<file path="config.mk">
export PLATFORM = sky130hd
export DESIGN_NAME = l1_mmu_arbiter
export DESIGN_NICKNAME = d
export VERILOG_FILES = /design/src/rtl/l1_pkg.sv /design/src/rtl/l1_rr_pick.sv /design/src/rtl/l1_mmu_arbiter.sv
export SDC_FILE = /design/constraint.sdc
export NUM_CORES = 1
export LEC_CHECK = 0
export CAP_MARGIN = 30
export CORE_AREA = 3 3 540 542
export DETAILED_ROUTE_END_ITERATION = 16
export DIE_AREA = 0 0 543 545
export GPL_ROUTABILITY_DRIVEN = 0
export HOLD_SLACK_MARGIN = 0.12
export MAX_ROUTING_LAYER = met4
export PLACE_DENSITY = 0.3
export SLEW_MARGIN = 40
export SYNTH_ARGS = -nofsm -noshare
export SYNTH_HDL_FRONTEND = slang
export SYNTH_SLANG_ARGS = --single-unit
</file>
<file path="constraint.sdc">
create_clock -name sys_clk -period 6.85 [get_ports sys_clk]
set_clock_uncertainty 0.05 [all_clocks]
set_input_delay 2.055 -clock sys_clk [delete_from_list [all_inputs] [get_ports sys_clk]]
set_output_delay 2.055 -clock sys_clk [all_outputs]
set_load 0.01 [all_outputs]
</file>
<file path="src/rtl/l1_pkg.sv">
// Shared encodings for the L1 I/D-cache to MMU arbiter: owner codes, FSM states, defaults.
package l1_pkg;

  localparam int L1_LINE_W = 256;
  localparam int L1_ADDR_W = 32;

  localparam logic [1:0] OWN_NONE = 2'd0;
  localparam logic [1:0] OWN_I    = 2'd1;
  localparam logic [1:0] OWN_D    = 2'd2;

  // Encoding of the last-served side used by the round-robin picker.
  localparam logic LAST_I = 1'b0;
  localparam logic LAST_D = 1'b1;

  typedef enum logic [1:0] {
    ST_IDLE  = 2'd0,
    ST_GNT_I = 2'd1,
    ST_GNT_D = 2'd2,
    ST_REL   = 2'd3
  } arb_state_t;

endpackage

</file>
<file path="src/rtl/l1_rr_pick.sv">
// Combinational 2-way round-robin picker. A pending D read after a D writeback
// (lock_d) always wins so the refill follows its own writeback.
module l1_rr_pick
  import l1_pkg::*;
(
  input  logic       req_i,
  input  logic       req_d,
  input  logic       last,
  input  logic       lock_d,
  output logic [1:0] grant
);

  always_comb begin
    grant = OWN_NONE;
    if (lock_d) begin
      grant = OWN_D;
    end else if (req_i && req_d) begin
      grant = (last == LAST_I) ? OWN_D : OWN_I;
    end else if (req_i) begin
      grant = OWN_I;
    end else if (req_d) begin
      grant = OWN_D;
    end
  end

endmodule

</file>
<file path="src/rtl/l1_mmu_arbiter.sv">
// Shares the MMU line-transfer port between the L1 I-cache and D-cache with
// round-robin grants, a writeback-then-refill lock and a sticky watchdog.
module l1_mmu_arbiter
  import l1_pkg::*;
#(
  parameter int          LINE_W  = L1_LINE_W,
  parameter int          ADDR_W  = L1_ADDR_W,
  parameter int unsigned TIMEOUT = 1023
) (
  input  logic              sys_clk,
  input  logic              rst_n,
  input  logic              ic_req_read,
  input  logic [ADDR_W-1:0] ic_req_addr,
  output logic              ic_done,
  output logic [LINE_W-1:0] ic_read_data,
  input  logic              dc_req_read,
  input  logic              dc_req_write,
  input  logic [ADDR_W-1:0] dc_req_addr,
  input  logic [LINE_W-1:0] dc_write_data,
  output logic              dc_done,
  output logic [LINE_W-1:0] dc_read_data,
  output logic              mmu_req_read,
  output logic              mmu_req_write,
  output logic [ADDR_W-1:0] mmu_req_addr,
  output logic [LINE_W-1:0] mmu_write_data,
  input  logic              mmu_done,
  input  logic [LINE_W-1:0] mmu_read_data,
  output logic [1:0]        owner,
  output logic              timeout
);

  localparam int WD_W = (TIMEOUT < 2) ? 1 : $clog2(TIMEOUT + 1);

  arb_state_t        state;
  arb_state_t        state_next;
  logic              last;
  logic              lock;
  logic [1:0]        grant;
  logic              granted;
  logic [WD_W-1:0]   wdog;
  logic [WD_W-1:0]   wdog_inc;
  logic [WD_W-1:0]   wdog_max;

  l1_rr_pick u_pick (
    .req_i  (ic_req_read),
    .req_d  (dc_req_read | dc_req_write),
    .last   (last),
    .lock_d (lock & dc_req_read),
    .grant  (grant)
  );

  assign granted = (state == ST_GNT_I) || (state == ST_GNT_D);

  always_comb begin
    state_next     = state;
    owner          = OWN_NONE;
    mmu_req_read   = 1'b0;
    mmu_req_write  = 1'b0;
    mmu_req_addr   = '0;
    mmu_write_data = '0;
    ic_done        = 1'b0;
    ic_read_data   = '0;
    dc_done        = 1'b0;
    dc_read_data   = '0;
    case (state)
      ST_IDLE: begin
        if (grant == OWN_I) begin
          state_next = ST_GNT_I;
        end else if (grant == OWN_D) begin
          state_next = ST_GNT_D;
        end
      end
      ST_GNT_I: begin
        owner        = OWN_I;
        mmu_req_read = ic_req_read;
        mmu_req_addr = ic_req_addr;
        if (mmu_done) begin
          ic_done      = 1'b1;
          ic_read_data = mmu_read_data;
          state_next   = ST_REL;
        end
      end
      ST_GNT_D: begin
        // A writeback wins over a simultaneous refill from the same cache.
        owner          = OWN_D;
        mmu_req_write  = dc_req_write;
        mmu_req_read   = dc_req_read & ~dc_req_write;
        mmu_req_addr   = dc_req_addr;
        mmu_write_data = dc_write_data;
        if (mmu_done) begin
          dc_done      = 1'b1;
          dc_read_data = mmu_read_data;
          state_next   = ST_REL;
        end
      end
      ST_REL: begin
        state_next = ST_IDLE;
      end
      default: begin
        state_next = ST_IDLE;
      end
    endcase
  end

  always_ff @(posedge sys_clk or negedge rst_n) begin
    if (!rst_n) begin
      state <= ST_IDLE;
    end else begin
      state <= state_next;
    end
  end

  always_ff @(posedge sys_clk or negedge rst_n) begin
    if (!rst_n) begin
      last <= LAST_I;
      lock <= 1'b0;
    end else if (granted && mmu_done) begin
      last <= (state == ST_GNT_D) ? LAST_D : LAST_I;
      lock <= (state == ST_GNT_D) && dc_req_write;
    end
  end

  assign wdog_max = WD_W'(TIMEOUT);
  assign wdog_inc = (wdog == wdog_max) ? wdog : wdog + 1'b1;

  // The watchdog only flags a stuck transfer; it never releases the grant.
  always_ff @(posedge sys_clk or negedge rst_n) begin
    if (!rst_n) begin
      wdog    <= '0;
      timeout <= 1'b0;
    end else if ((state == ST_IDLE) && (grant != OWN_NONE)) begin
      wdog <= '0;
    end else if (granted) begin
      wdog <= wdog_inc;
      if (wdog_inc == wdog_max) begin
        timeout <= 1'b1;
      end
    end
  end

endmodule

</file>
### Yosys cells after proc, flatten, opt, wreduce, memory -nomap -nowiden

Cells that the tools add are included.

| word-level totals | value |
|---|---|
| bits in registers | 15 |
| bits in latches | 0 |
| RAM bits | 0 |
| bits in read-only memories | 0 |
| input bits | 582 |
| output and inout port bits | 807 |
| logic and storage cells | 55 |
| memories | 0 |

| operators by class | value |
|---|---|
| add/sub/neg operators | 1 |
| multiply operators | 0 |
| divide/modulo/power cells | 0 |
| order comparisons | 0 |
| equal/unequal tests | 9 |
| shift operators | 0 |
| mux-type cells | 24 |
| bitwise gates (word level) | 5 |
| reductions and logical operators | 11 |

Operator list:

| kind | count |
|---|---|
| two-way mux 256 bit | 4 |
| case mux 32 bit (2 select lines) | 1 |
| two-way mux 10 bit | 3 |
| == test 10 bit, second input constant | 2 |
| two-way mux 2 bit | 8 |
| adder 10 x 1 -> 10 bit, second input constant | 1 |
| == test 2 bit, second input constant | 3 |
| case mux 2 bit (3 select lines) | 1 |
| two-way mux 1 bit | 5 |
| == test 2 x 1 -> 1 bit, second input constant | 2 |
| logical AND 1 bit | 4 |
| case mux 2 bit (2 select lines) | 1 |
| nonzero test 2 bit | 2 |
| != test 3 bit, second input constant | 1 |
| AND reduction 3 bit | 1 |
| AND 1 bit | 2 |
| zero test 2 bit | 1 |
| != test 2 x 1 -> 1 bit, second input constant | 1 |
| NOT 1 bit | 2 |
| case mux 1 bit (2 select lines) | 1 |
| AND reduction 2 bit | 1 |
| OR reduction 2 bit | 1 |
| logical OR 1 bit | 1 |
| OR 1 bit | 1 |

### Logic depth before layout (Yosys ltp)

Gate-level depths: netlist of the first run.

| depth | value |
|---|---|
| depth after elaboration | 9 |
| depth in mapped cells | 9 |
| depth with buffers taken out | 9 |

### Modules after synthesis

Synthesis of the first run repeated with hierarchy kept, for this count alone.

| second synthesis, totals | value |
|---|---|
| cells, all modules | 1113 |
| area, all modules | 6954.2 um2 |

Modules (own cells, without submodules):

| module | times used | cells each | area each (um2) | sequential area each (um2) |
|---|---|---|---|---|
| l1_mmu_arbiter | 1 | 1109 | 6922.9 | 375.4 |
| l1_rr_pick | 1 | 4 | 31.3 | 0.0 |

### Worst setup path after synthesis of the first run

Ideal clock, no wire load.

| path | value |
|---|---|
| path kind | in2out |
| start | input port mmu_done |
| end | output port dc_read_data[127] |
| arrival | 3.173 ns |
| required time | 4.745 ns |
| setup slack | 1.572 ns |
| cell stages on the path | 5 |
| path buffers | 4 |
| cells stage by stage | clkbuf_1 -> clkbuf_1 -> clkbuf_1 -> clkbuf_1 -> and3_1 |

| between the ends | value |
|---|---|
| cells in the longest elaborated chain, start to end | 2 |

Ends and longest elaborated chain:

| element | line | text |
|---|---|---|
| start, declared | l1_mmu_arbiter.sv:26 | `input logic mmu_done,` |
| two-way mux 256 bit | l1_mmu_arbiter.sv:90 | `if (mmu_done) begin` |
| two-way mux 256 bit | l1_mmu_arbiter.sv:65 | `case (state)` |
| end, declared | l1_mmu_arbiter.sv:21 | `output logic [LINE_W-1:0] dc_read_data,` |

Every way passes these cells.

### Final worst setup path of the first run

| path | value |
|---|---|
| start | input port mmu_read_data[16] |
| end | output port dc_read_data[16] |

| between the ends | value |
|---|---|
| cells in the longest elaborated chain, start to end | 2 |

Ends and longest elaborated chain:

| element | line | text |
|---|---|---|
| start, declared | l1_mmu_arbiter.sv:27 | `input logic [LINE_W-1:0] mmu_read_data,` |
| two-way mux 256 bit | l1_mmu_arbiter.sv:90 |  |
| two-way mux 256 bit | l1_mmu_arbiter.sv:65 |  |

Every way passes these cells.

==> impl_results.md, run 1 <==
- Status: completed
- GR Layer Usage met2: 0.225
- Fill cells: about 34,000
- Total power: 6.60 mW
- Total gr overflow: 0
- Post-route DRC: 0
- Crit path capture type: output pin
- Distinct cells, synth: 36
- Max cap viols: 0
- Worst vdd rail ir drop: 0.185 mV
- Post-synthesis cell area: approximately 0.0067 sq mm
- Die Height: 545 um
- Sw Ratio: 0.583
- Core area: 0.287 sq mm
- Worst slew margin: 0.480
- Hold Crit Class: reg -> reg
- Place WS: just under 0.9 ns
- Clock power share: 0.018
- Met3 Track Usage GR: 0.0663
- Layout Nets: ~3,000
- Sequential area share after synthesis: 0.0556
- Global-route wire length before repair: between 200,000 and 300,000 um
- Final ANT Viol Nets: 0
- Worst r2r src: state[0]
- Vias in the first global route: between 15,000 and 20,000
- WS Path Type: in -> out
- Hold Path Cell Cnt: 1
- Clock-pin slew on the worst setup and hold paths: approximately 0.050 ns
- Final HPWL DP: approximately 220,000 um
- Die W: about 540 um
- IO Port Bufs: roughly 1,400
- Critical Path AT: 3.88 ns
- Ys async rst share: 1.00
- Full die area: between 0.2 and 0.3 sq mm
- Internal: approximately 2.8 mW
- Static Leak: slightly below 10 nW
- Vias per cell: around 2.4
- Worst hold margin: roughly 0.44 ns
- Final setup margin: 0.862 ns
- Initial drt markers: roughly 740
- WHS Endpoint: timeout
- Crit Path Max Fanout: 2
- Power density over the cells: 260 mW/mm^2
- Layout cell share with drive strength beyond 1: 0.0692
- RSZ-0062 raised after global routing: no
- CTS tree: done
- DRT Pass-1 Iters: 5
- Hold Buf Count CTS: 0
- Initial Util: 0.0235
- Number of synthesized flops with an enable pin: 0
- Crit share post-route: 0.874
- Fin. Hold Viols: 0
- CP startpoint: mmu_read_data[16]
- CTS Root Cell: clkbuf_16
- Drt total wl: 228,000 um
- Achievable Freq: 167 MHz
- Combinational share of power: 0.961
- Total GRT Usage: 0.151
- Via Count: around 15,000
- Initial antenna violation count: 250
- Register-to-register setup slack: between 4 and 5 ns
- I/O pin cnt: approximately 1,400
- TritonCTS Sinks: 15
- Worst Hold Launch: timeout
- Slew of the pin with the lowest slew margin: 0.777 ns
- Mean post-synth cell area: approximately 6 sq um
- Reg2reg end: timeout
- Pin count of the biggest net entering global routing: 123
- Final min period: 5.99 ns
- Register share of total power: 0.022
- Synthesis Warnings: 0
- Placed inst area: approximately 0.025 sq mm
- GR Util met1: 0.193
- Primary FF master, synth: dfrtp_1
- Required @ worst endpoint: roughly 4.7 ns
- GRT busiest layer: met2
- Fin. max-slew vios: 0
- CTS Buffer Depth: 2
- Final setup violation count: 0
- PostCTS Resize Cnt: 0
- Clock Latency Late Sink: between 0.2 and 0.3 ns
- Setup tns final: 0 ns
- Routed WL per cell: ~36 um
- Row cnt: 197
- Worst Setup Start Kind: primary input
- CTS Buf Count: 3
- Post-synthesis instance total: roughly 1,100
- H-Tree Depth: 1
- Post-CTS setup buffers: 0
- Post-synth net total: approximately 1,700
- Flops & latches, synth: 15
- Layout area overhead: 276%
- Sw power: 3.85 mW
- Final instance area: about 0.025 sq mm
- Worst r2r path cells: 5
[power groups by stage]
| stage | logic (mW) | registers (mW) | clock network, mW |
|---|---|---|---|
| floorplan | 1.97 | 0.131 | 0 |
| global placement | 6.61 | 0.142 | 0 |
| detailed placement | 6.62 | 0.144 | 0 |
| CTS | 6.65 | 0.142 | 0.119 |
| global route | 6.79 | 0.145 | 0.123 |
| finish | 6.35 | 0.142 | 0.117 |
[final cells by class]
| type | instances | area [sq um] | area share |
|---|---|---|---|
| Antenna cell | 122 | 305 | 0.0120 |
| Sequential cell | 15 | 375 | 0.0148 |
| Timing Repair Buffer | 1422 | 14100 | 0.555 |
| Multi-Input combinational cell | 921 | 5770 | 0.228 |
| Clock buffer | 4 | 78.8 | 0.00311 |
| Inverter | 9 | 33.8 | 0.00133 |
| Tap cell | 3781 | 4730 | 0.187 |
[cells in the final DEF, fill, tap and decap left out, types with 2 or more instances in the layout]
cell type	instances
clkdlybuf4s50_1	1267
and3_1	514
and2_1	259
buf_4	136
diode_2	122
nor2_1	44
a22oi_1	32
buf_12	17
dfrtp_1	15
nand2_1	9
a21oi_1	8
inv_1	8
nand3_1	8
nor3_1	7
o21ai_0	5
mux2_1	4
ha_1	4
clkbuf_16	3
o22ai_1	2
a221oi_1	2
nand4_1	2
mux2i_1	2
xnor2_1	2
xor2_1	2
ha_4	2
[routing by layer]
metal  routed length (um)  vias to the layer above  share of wire
met3                27700                      208           0.12
met2                95700                     1293           0.42
met5                    0                        -              0
li1                     -                     6537              -
met4                 3740                        0          0.016
met1               101000                     7035           0.44
[cells in the mapped netlist (all sizes together) (2+ instances only)]
master	count	area (sq um)
buf	3	13.8
a21oi	8	40.0
nand3	9	50.1
dfrtp	15	375
nand2	9	33.8
a221oi	2	17.5
nor2	44	165
nand4	2	12.5
nor3	7	35.0
clkbuf	155	582
inv	9	33.8
o22ai	3	25.0
a22oi	32	240
o21ai	6	30.0
mux2	4	45.0
mux2i	2	20.0
and3	514	3220
ha	6	75.1
xor2	2	17.5
and2	259	1620
xnor2	2	17.5
[cells by family (layout without fill, tap and decap cells)]
kind of cell,count (synthesis),count (layout),synth area share
and+or+nand+nor,851,851,0.768
xor gates and xnor gates,4,4,0.00519
DFF,15,15,0.0556
muxes,6,6,0.00964
adders and majority gates,6,6,0.0111
buffers and inverters,167,1435,0.0933
AOI/OAI and AO/OA,54,54,0.0567
other,0,122,0
[worst max-delay path by stage]
stage / slack [ns] / to / cells past startpoint
final: 0.86 / dc_read_data[16] / 3
after global routing: 0.83 / dc_read_data[16] / 3
after CTS: 0.87 / dc_read_data[16] / 3
after detailed placement: 0.89 / dc_read_data[16] / 3
after global placement: 0.87 / dc_read_data[16] / 3
after floorplan: 1.57 / dc_read_data[127] / 5
[stage by stage]
step	utilization	instances
detailed placement	0.0869	6148
finish	0.0882	6274
global placement	0.0869	6148
CTS	0.0872	6152
floorplan	-	1103
global route	0.0880	6249
[registers in the layout (all words and copies together), names as in the netlist]
signal,flops
lock,1
last,1
wdog,10
timeout,1
state,2
[worst max-delay path: stages]
cell and delay, ns:
clkdlybuf4s50_1 0.93, and3_1 0.32, clkdlybuf4s50_1 0.57
Note: power is estimated with default switching activity, not from simulation.
==> inputs of run 2 (changes only) <==
--- a/config.mk
+++ b/config.mk
@@ -6,9 +6,9 @@
 export NUM_CORES = 1
 export LEC_CHECK = 0
 export CAP_MARGIN = 30
-export CORE_AREA = 3 3 540 542
+export CORE_AREA = 2 2 539 541
 export DETAILED_ROUTE_END_ITERATION = 16
-export DIE_AREA = 0 0 543 545
+export DIE_AREA = 0 0 541 543
 export GPL_ROUTABILITY_DRIVEN = 0
 export HOLD_SLACK_MARGIN = 0.12
 export MAX_ROUTING_LAYER = met4
==> impl_results.md, run 2 (synthesis results as in run 1) <==
- Status: completed
- Fin. Hold Viols: 0
- Initial antenna violation count: 216
- Worst vdd rail ir drop: 0.195 mV
- Total GRT Usage: 0.140
- Final min period: around 6.4 ns
- RSZ-0062 raised after global routing: no
- Vias per cell: 2.46
- CP startpoint: mmu_done
- Power density over the cells: roughly 250 mW/mm^2
- IO Port Bufs: between 1,000 and 1,500
- Full die area: 0.294 sq mm
- Crit share post-route: 0.940
- Post-route DRC: 0
- Vias in the first global route: roughly 16,000
- Pin count of the biggest net entering global routing: around 130
- Internal: about 2.8 mW
- Global-route wire length before repair: between 200,000 and 250,000 um
- Clock-pin slew on the worst setup and hold paths: approximately 0.050 ns
- Commonest cells after routing, fill and taps aside: clkdlybuf4s50_1 (1,258), and3_1 (514), and2_1 (259), buf_4 (144), nor2_1 (44)
- H-Tree Depth: 1
- Static Leak: a little under 10 nW
- Row cnt: between 150 and 200
- Achievable Freq: between 150 and 200 MHz
- Crit path capture type: output pin
- Slew of the pin with the lowest slew margin: 0.706 ns
- Post-CTS setup buffers: 0
- CTS tree: done
- Initial drt markers: between 1,000 and 1,500
- Hold Crit Class: reg -> reg
- Regs by FF count: wdog x10, state x2
- Die Height: about 540 um
- Final HPWL DP: approximately 200,000 um
- Critical Path AT: roughly 4.3 ns
- PostCTS Resize Cnt: 0
- Die W: 541 um
- Via Count: approximately 15,000
- Number of flip-flops in the largest register: 10
- WS Path Type: in -> out
- Register-to-register setup slack: 4.37 ns
- Setup tns final: 0 ns
- Sw Ratio: 0.570
- Drt total wl: around 210,000 um
- Hold Path Cell Cnt: 1
- Fin. max-slew vios: 0
- Cells after DPL: between 6,000 and 7,000
- Sw power: between 3 and 4 mW
- Fill cells: 33,600
- CTS Root Cell: clkbuf_16
- Hold Buf Count CTS: 0
- Worst hold margin: between 0.4 and 0.5 ns
- Register share of total power: 0.022
- CTS Buf Count: 3
- Commonest non-fill, non-tap cell in the layout: clkdlybuf4s50_1
- Final ANT Viol Nets: 0
- Crit Path Max Fanout: 65
- Required @ worst endpoint: 4.74 ns
- Clock power share: 0.018
- TritonCTS Sinks: 15
- Max cap viols: 0
- Fin cells: between 6,000 and 7,000
- Worst Setup Start Kind: primary input
- Layout cell share with drive strength beyond 1: 0.0726
- Routed WL per cell: roughly 33 um
- Reg2reg end: wdog[6]
- DRT Pass-1 Iters: 5
- Total gr overflow: 0
- I/O pin cnt: around 1,400
- Initial Util: 0.0235
- Reg with most FFs: wdog
- Core area: 0.287 sq mm
- Layout Nets: 2,959
- Final setup violation count: 0
- Worst Hold Launch: last
- Worst r2r src: state[0]
- Worst r2r path cells: 7
- Clock Latency Late Sink: between 0.2 and 0.25 ns
- Layout area overhead: 275%
- Combinational share of power: 0.960
- WHS Endpoint: last
- Worst slew margin: 0.528
- CTS Buffer Depth: 2
run 2: cell count changes in the layout (fill, tap and decap cells not counted), sizes merged:
cell	delta
clkdlybuf4s50	-9
buf	+8
diode	-8
run 2: final cells by class:
cell class | instances | area, sq um | area share
Timing Repair Buffer | 1421 | 14000 | 0.555
Multi-Input combinational cell | 921 | 5770 | 0.228
Tap cell | 3781 | 4730 | 0.187
Sequential cell | 15 | 375 | 0.0148
Antenna cell | 114 | 285 | 0.0113
Clock buffer | 4 | 78.8 | 0.00311
Inverter | 9 | 33.8 | 0.00133
run 2: per-layer routing:
layer / wire length (um) / vias up / track usage
met5: 0 / - / -
met2: 84900 / 1274 / 0.200
li1: - / 6537 / -
met4: 2850 / 0 / 0.0126
met1: 97300 / 7443 / 0.184
met3: 24600 / 128 / 0.0655
run 2: metrics by stage:
stage          power, mW  setup WS [ns]  utilization  instance area, sq um
2_1_floorplan       2.10           1.57            -                  6750
3_3_place_gp        6.44          0.189       0.0867                 24900
3_5_place_dp        6.45          0.247       0.0868                 25000
4_1_cts             6.60          0.243       0.0871                 25000
5_1_grt             6.77          0.262       0.0879                 25300
6_report            6.39          0.414       0.0881                 25300
run 2: worst max-delay path by stage:
stage,cells past startpoint,endpoint
2_1_floorplan,5,dc_read_data[127]
3_3_place_gp,4,dc_read_data[16]
3_5_place_dp,4,dc_read_data[16]
4_1_cts,4,dc_read_data[16]
5_1_grt,4,dc_read_data[16]
6_report,4,dc_read_data[78]
run 2: power groups by stage:
stage	Combinational [mW]	Sequential (mW)	Clock, mW
6_report	6.14	0.144	0.115
5_1_grt	6.50	0.148	0.123
4_1_cts	6.34	0.143	0.117
3_5_place_dp	6.30	0.144	0
3_3_place_gp	6.30	0.144	0
2_1_floorplan	1.97	0.131	0
run 2: worst max-delay path, cell delays in order:
cell and delay (ns):
buf_8 0.40, buf_4 0.49, and3_1 0.59, clkdlybuf4s50_1 0.65
